<file path="src/rtl/pipe_addsub.sv">
// Pipelined adder/subtractor: the carry chain is cut into CHUNK-bit slices,
// one slice per register stage, with a valid/ready handshake and a global stall.
module pipe_addsub #(
    parameter int WIDTH = 32,
    parameter int CHUNK = 8
) (
    input  logic             clk,
    input  logic             reset,
    input  logic [WIDTH-1:0] a,
    input  logic [WIDTH-1:0] b,
    input  logic             sub,
    input  logic             in_valid,
    output logic             in_ready,
    output logic [WIDTH-1:0] sum,
    output logic             cout,
    output logic             ovf,
    output logic             out_valid,
    input  logic             out_ready
);
    localparam int STAGES = WIDTH / CHUNK;
    localparam int LAST   = STAGES - 1;

    logic en;
    logic ovf_d, ovf_q;

    assign en       = !out_valid || out_ready;
    assign in_ready = en;

    for (genvar k = 0; k < STAGES; k++) begin : g_stage
        localparam int LO = k * CHUNK;

        // Each stage only carries the operand bits it has not consumed yet.
        logic [WIDTH-1:LO]     src_a;
        logic [WIDTH-1:LO]     src_b;
        logic                  src_c;
        logic                  src_v;
        logic [CHUNK:0]        slice;
        logic [LO+CHUNK-1:0]   s_d;
        logic [LO+CHUNK-1:0]   s_q;
        logic                  c_q;
        logic                  v_q;

        if (k == 0) begin : g_src
            assign src_a = a;
            assign src_b = b ^ {WIDTH{sub}};
            assign src_c = sub;
            assign src_v = in_valid;
            assign s_d   = slice[CHUNK-1:0];
        end else begin : g_src
            assign src_a = g_stage[k-1].g_fwd.a_q;
            assign src_b = g_stage[k-1].g_fwd.b_q;
            assign src_c = g_stage[k-1].c_q;
            assign src_v = g_stage[k-1].v_q;
            assign s_d   = {slice[CHUNK-1:0], g_stage[k-1].s_q};
        end

        assign slice = {1'b0, src_a[LO +: CHUNK]} + {1'b0, src_b[LO +: CHUNK]}
                     + (CHUNK+1)'(src_c);

        always_ff @(posedge clk) begin
            if (reset) begin
                s_q <= '0;
                c_q <= 1'b0;
                v_q <= 1'b0;
            end else if (en) begin
                s_q <= s_d;
                c_q <= slice[CHUNK];
                v_q <= src_v;
            end
        end

        if (k < LAST) begin : g_fwd
            logic [WIDTH-1:LO+CHUNK] a_q;
            logic [WIDTH-1:LO+CHUNK] b_q;

            always_ff @(posedge clk) begin
                if (reset) begin
                    a_q <= '0;
                    b_q <= '0;
                end else if (en) begin
                    a_q <= src_a[WIDTH-1:LO+CHUNK];
                    b_q <= src_b[WIDTH-1:LO+CHUNK];
                end
            end
        end
    end

    // Signed overflow: operand signs agree (with B already conditioned) but the result sign differs.
    assign ovf_d = (g_stage[LAST].src_a[WIDTH-1] == g_stage[LAST].src_b[WIDTH-1])
                && (g_stage[LAST].slice[CHUNK-1] != g_stage[LAST].src_a[WIDTH-1]);

    always_ff @(posedge clk) begin
        if (reset) begin
            ovf_q <= 1'b0;
        end else if (en) begin
            ovf_q <= ovf_d;
        end
    end

    assign sum       = g_stage[LAST].s_q;
    assign cout      = g_stage[LAST].c_q;
    assign out_valid = g_stage[LAST].v_q;
    assign ovf       = ovf_q;

endmodule

</file>
<file path="config.mk">
export PLATFORM = sky130hd
export DESIGN_NAME = pipe_addsub
export DESIGN_NICKNAME = d
export VERILOG_FILES = /design/src/rtl/pipe_addsub.sv
export SDC_FILE = /design/constraint.sdc
export NUM_CORES = 1
export LEC_CHECK = 0
export ABC_AREA = 1
export CAP_MARGIN = 20
export CELL_PAD_IN_SITES_DETAIL_PLACEMENT = 2
export CELL_PAD_IN_SITES_GLOBAL_PLACEMENT = 2
export CORE_ASPECT_RATIO = 0.8
export CORE_MARGIN = 1.5
export CORE_UTILIZATION = 29
export DETAILED_ROUTE_END_ITERATION = 12
export GPL_TIMING_DRIVEN = 1
export PLACE_DENSITY = 0.74
export SLEW_MARGIN = 25
export SYNTH_ARGS = -nofsm -noshare
export SYNTH_HDL_FRONTEND = slang
export SYNTH_SLANG_ARGS = --single-unit
</file>
<file path="constraint.sdc">
create_clock -name clk -period 1.7 [get_ports clk]
set_input_delay 0.255 -clock clk [delete_from_list [all_inputs] [get_ports clk]]
set_output_delay 0.255 -clock clk [all_outputs]
set_load 0.02 [all_outputs]
</file>
### Word-level counts from Yosys, hierarchy flattened

Cells that the tools add are included.
Widths: inputs -> output; s select.

| word-level totals | value |
|---|---|
| bits in registers | 185 |
| input port bits | 69 |
| output and inout port bits | 36 |
| word-level logic and storage cells | 33 |

| operators by class | value |
|---|---|
| $add $sub $neg | 8 |
| equality and inequality tests | 2 |
| bitwise operators | 1 |
| reductions and logical operators | 3 |

Operator list:

| operator | number |
|---|---|
| $add 8x8->9 | 4 |
| $add 9x1->9 | 4 |
| $xor 32x32->32 | 1 |
| $eq 1x1->1 | 1 |
| $logic_and 1x1->1 | 1 |
| $logic_not 1->1 | 1 |
| $logic_or 1x1->1 | 1 |
| $ne 1x1->1 | 1 |

### Logic depth before layout (Yosys ltp)

| depth | value |
|---|---|
| depth in word-level cells | 4 |
| mapped depth | 14 |
| depth with buffers taken out | 12 |

### Worst setup path before layout

Ideal clock, no wire load.

| timing | value |
|---|---|
| kind | input-to-reg |
| start point | input sub |
| end point | register g_stage[0].s_q[7] |
| library setup time | 0.115 ns |
| arrival | 1.622 ns |
| data required time | 1.585 ns |
| setup slack | -0.037 ns |
| cell stages on the path | 14 |
| path buffers | 2 |
| cell sequence | buf_4 > buf_4 > xnor2_1 > inv_1 > ha_1 > nand2_1 > inv_1 > nand2_1 > nand2_1 > nand2_1 > nand3_1 > nand2_1 > nor2_1 > nor2_1 |

| on the way | value |
|---|---|
| longest elaborated chain between the ends | 3 |

RTL lines:

| item | line | text |
|---|---|---|
| start: declaration | 11 | `input logic sub,` |
| $xor 32x32->32 | 45 | `assign src_b = b ^ {WIDTH{sub}};` |
| $add 8x8->9 | 57 | `assign slice = {1'b0, src_a[LO +: CHUNK]} + {1'b0, src_b[LO +: CHUNK]}` |
| $add 9x1->9 * | 58 | `+ (CHUNK+1)'(src_c);` |
| end signal: assignment | 62 | `s_q <= '0;` |
| end signal: assignment | 66 | `s_q <= s_d;` |
| end: declaration | 39 | `logic [LO+CHUNK-1:0] s_q;` |

Every way passes the cells marked *; elsewhere a longest branch is shown, timed or not.
A chain may end at the register's enable or synchronous reset.

### Worst setup path after layout

| timing | value |
|---|---|
| start point | register g_stage[1].c_q |
| end point | register g_stage[2].s_q[22] |

| on the way | value |
|---|---|
| longest elaborated chain between the ends | 1 |

RTL lines:

| item | line | text |
|---|---|---|
| start: declaration | 40 | `logic c_q;` |
| start signal: assignment | 67 | `c_q <= slice[CHUNK];` |
| $add 9x1->9 | 58 |  |
| end signal: assignment | 62 |  |
| end signal: assignment | 66 |  |
| end: declaration | 39 |  |

Every way passes these cells.

==> flow_metrics.env <==
export IMPL_worstMarginPinSlew_ps=477
export IMPL_clk_pin_slew_ps=80
export IMPL_seqPwrFrac=0.474
export IMPL_cts_sinks=185
export IMPL_fin_crit_sh=1.02
export IMPL_cp_slowest_cell="fa_2"
export IMPL_p_leak_nw=5.14
export IMPL_rsz0062_at_grt="yes"
export IMPL_clockBufferDepth=2
export IMPL_fin_crit_ps=1730
export IMPL_grt_pass1_vias=7622
export IMPL_crit_start="g_stage[1].c_q$_SDFFE_PP0P_"
export IMPL_drtIter0Drc=232
export IMPL_ys_seq_elements=185
export IMPL_via_count=7147
export IMPL_grt_overflow=0
export IMPL_fin_cells=1527
export IMPL_cp_max_fo=3
export IMPL_firstDrtPassIters=4
export IMPL_worstSetupEndpointType="flop"
export IMPL_track_usage=0.163
export IMPL_htreeDepth=4
export IMPL_fin_worst_skew_ps=11.1
export IMPL_startpoint_type="flop"
export IMPL_min_to="g_stage[0].g_fwd.a_q[22]$_SDFFE_PP0P_"
export IMPL_p_int_mw=7.41
export IMPL_placement_io_buffers=104
export IMPL_synth_distinct_cells=31
export IMPL_fp_dieH_um=152
export IMPL_failed_checks="negative setup slack"
export IMPL_wl_per_cell_um=14.8
export IMPL_setup_slack_ps=-31.5
export IMPL_rows=54
export IMPL_reg2reg_slack_ps=-30
export IMPL_hold_depth=3
export IMPL_grt_pass1_wl_um=38200
export IMPL_cts_tree="built"
export IMPL_drv_cap=0
export IMPL_diodes=0
export IMPL_p_sw_mw=2.87
export IMPL_grt_max_degree=45
export IMPL_insertion_delay_ps=440
export IMPL_max_freq_mhz=578
export IMPL_cp_cell_sequence="fa_2 > fa_2 > nand4_1 > nand3_1 > nand2_1 > nand3_1 > nand2_1 > inv_1"
export IMPL_hpwlAfterDp_um=15800
export IMPL_timing_critical_path_arrival_ps=2070
export IMPL_reg2reg_from="g_stage[1].c_q$_SDFFE_PP0P_"
export IMPL_antenna_found_initial=0
export IMPL_synth_nets=1141
export IMPL_power_density_mw_per_mm2=978
export IMPL_drt_total_wl_um=22600
export IMPL_drive_gt1_frac=0.111
export IMPL_critPathKind="reg2reg"
export IMPL_slowest_delay_ps=420
export IMPL_reg2reg_to="g_stage[2].s_q[22]$_SDFFE_PP0P_"
export IMPL_crit_buf_inv=1
export IMPL_vias_per_cell=4.68
export IMPL_outcome="complete, but fails checks"
export IMPL_yosysSeqAreaShare=0.459
export IMPL_p_sw_frac=0.279
export IMPL_critPathTopFamily="adder cells"
export IMPL_postCtsHoldBufs=0
export IMPL_p_comb_frac=0.145
export IMPL_synth_flop_cell="dfxtp_1"
export IMPL_initial_utilization=0.296
export IMPL_synth_cells=1037
export IMPL_pwr_share_clk=0.381
export IMPL_min_from="a[22]"
export IMPL_ios=105
export IMPL_dp_cells=1492
export IMPL_synthesis_area_sq_mm=0.00807
export IMPL_core_area_sq_mm=0.0273
export IMPL_setup_viol=2
export IMPL_drtAntennaViolNets=0
export IMPL_place_gp_congestion=0.763
export IMPL_worst_r2r_cell_count=8
export IMPL_maxSlewViolCount=0
export IMPL_cts_buffers=17
export IMPL_synth_edff_count=0
export IMPL_vdd_ir_drop_max_v=0.000736
export IMPL_clockRootBuffer="clkbuf_16"
export IMPL_required_ps=2040
export IMPL_drc=0
export IMPL_finalHoldViolCount=0
export IMPL_totalNegativeSetupSlack_ps=-37.6
export IMPL_slew_limit_headroom=0.682
export IMPL_synth_async_reset_ratio=0
export IMPL_die_x_um=189
export IMPL_die_area_sq_mm=0.0288
export IMPL_avgSynthCellArea_sq_um=7.78
export IMPL_ys_warn_count=0
export IMPL_nets=1254
export IMPL_areaGrowthSynthToFinish_pct=30.2
export IMPL_hold_path_class="in2reg"
[how the worst max path moves through the flow]
stage / cells after the start / slack, ps / end
4_1_cts: 8 / -40 / g_stage[2].s_q[22]$_SDFFE_PP0P_
3_3_place_gp: 12 / -240 / g_stage[0].s_q[6]$_SDFFE_PP0P_
6_report: 8 / -30 / g_stage[2].s_q[22]$_SDFFE_PP0P_
2_1_floorplan: 11 / 9 / g_stage[0].s_q[6]$_SDFFE_PP0P_
3_5_place_dp: 11 / -340 / g_stage[0].s_q[6]$_SDFFE_PP0P_
5_1_grt: 8 / -140 / g_stage[2].s_q[22]$_SDFFE_PP0P_
[tightest hold or removal path: stages]
cell	delay, ps
clkdlybuf4s50_1	390
o21ai_0	150
nor2_1	40
[registers in the layout (all words and copies together) (netlist names)]
register / cells
g_stage.v_q: 3
g_stage.c_q: 3
g_stage.g_fwd.b_q: 48
cout: 1
g_stage.g_fwd.a_q: 48
sum: 32
out_valid: 1
ovf: 1
g_stage.s_q: 48
[final cells by class]
cell class / count / area, sq um
clock buffer: 19 / 453
clock inverter: 13 / 120
fill: 3139 / 16800
inverter: 67 / 259
multi-input combinational: 721 / 3860
sequential: 185 / 3710
tap: 364 / 455
timing repair buffer: 158 / 1650
[power groups by stage]
| stage | registers (mW) | clock network [mW] | logic, mW |
|---|---|---|---|
| after detailed placement | 4.97 | 0 | 1.48 |
| after floorplan | 4.97 | 0 | 0.824 |
| after CTS | 4.88 | 4.04 | 1.51 |
| after global routing | 4.92 | 4.25 | 1.70 |
| after global placement | 4.96 | 0 | 1.43 |
| final | 4.87 | 3.91 | 1.49 |
[what timing repair did]
action / in CTS / in global routing
cloned: 0 / 0
setup endpoints to repair: 19 / 29
gates resized for setup: 14 / 37
buffers inserted: 3 / 0
pin swaps: 4 / 5
[metrics by stage]
step	hold WS, ps	setup WS [ps]	power [mW]	cell area (sq um)	utilization
floorplan	324	8.50	5.80	8080	-
global placement	430	-241	6.39	9780	0.358
global route	455	-143	10.9	10500	0.385
CTS	434	-35.2	10.4	10400	0.380
finish	439	-31.5	10.3	10500	0.385
detailed placement	438	-344	6.45	9780	0.358
[synthesized netlist by cell type, types with 2 or more instances]
master / n / area, sq um
nand3b_1: 3 / 22.5
xnor2_1: 29 / 254
nand2_1: 68 / 255
o21bai_1: 7 / 52.6
a21oi_1: 61 / 305
dfxtp_1: 185 / 3700
a211oi_1: 4 / 30.0
nand2b_1: 4 / 25.0
nand3_1: 41 / 205
nor2_1: 260 / 976
buf_2: 29 / 145
nand4_1: 9 / 56.3
or2_0: 3 / 18.8
ha_1: 28 / 350
o21ai_0: 151 / 756
inv_1: 65 / 244
xor2_1: 11 / 96.3
fa_1: 7 / 140
clkbuf_1: 19 / 71.3
buf_6: 8 / 90.1
buf_4: 6 / 45.0
nand2_2: 2 / 12.5
clkbuf_4: 2 / 15.0
o21ai_1: 28 / 140
[placed cells by master, fill, tap and decap left out, drive strengths merged]
cell,count
o21bai,7
or2,3
buf,56
dfxtp,185
clkdlybuf4s50,84
ha,28
o21ai,179
a211oi,4
nand2,70
nor2,261
a31oi,1
xor2,11
a21oi,62
clkinv,3
o211ai,1
dlymetal6s2s,13
nand2b,4
nand3,41
inv,77
xnor2,29
fa,7
a21o,1
nand3b,3
clkbuf,19
nand4,9
dlygate4sd2,5
[routing by layer]
metal | vias to the layer above | track usage | routed length, um
li1 | 3600 | - | -
met1 | 3465 | 0.205 | 10600
met2 | 64 | 0.284 | 11300
met4 | 0 | 0.0427 | 240
met5 | - | 0 | 0
met3 | 18 | 0.0329 | 517
[logic make-up after synthesis]
group	Yosys count	share of synthesized area
adder cells (fa/ha/maj)	35	0.0608
AND/OR/NAND/NOR	391	0.196
flip-flops	185	0.459
buffers and inverters	131	0.0769
XOR/XNOR	40	0.0434
AO/OA/AOI/OAI	255	0.163
Power figures use the tool's default switching activity.
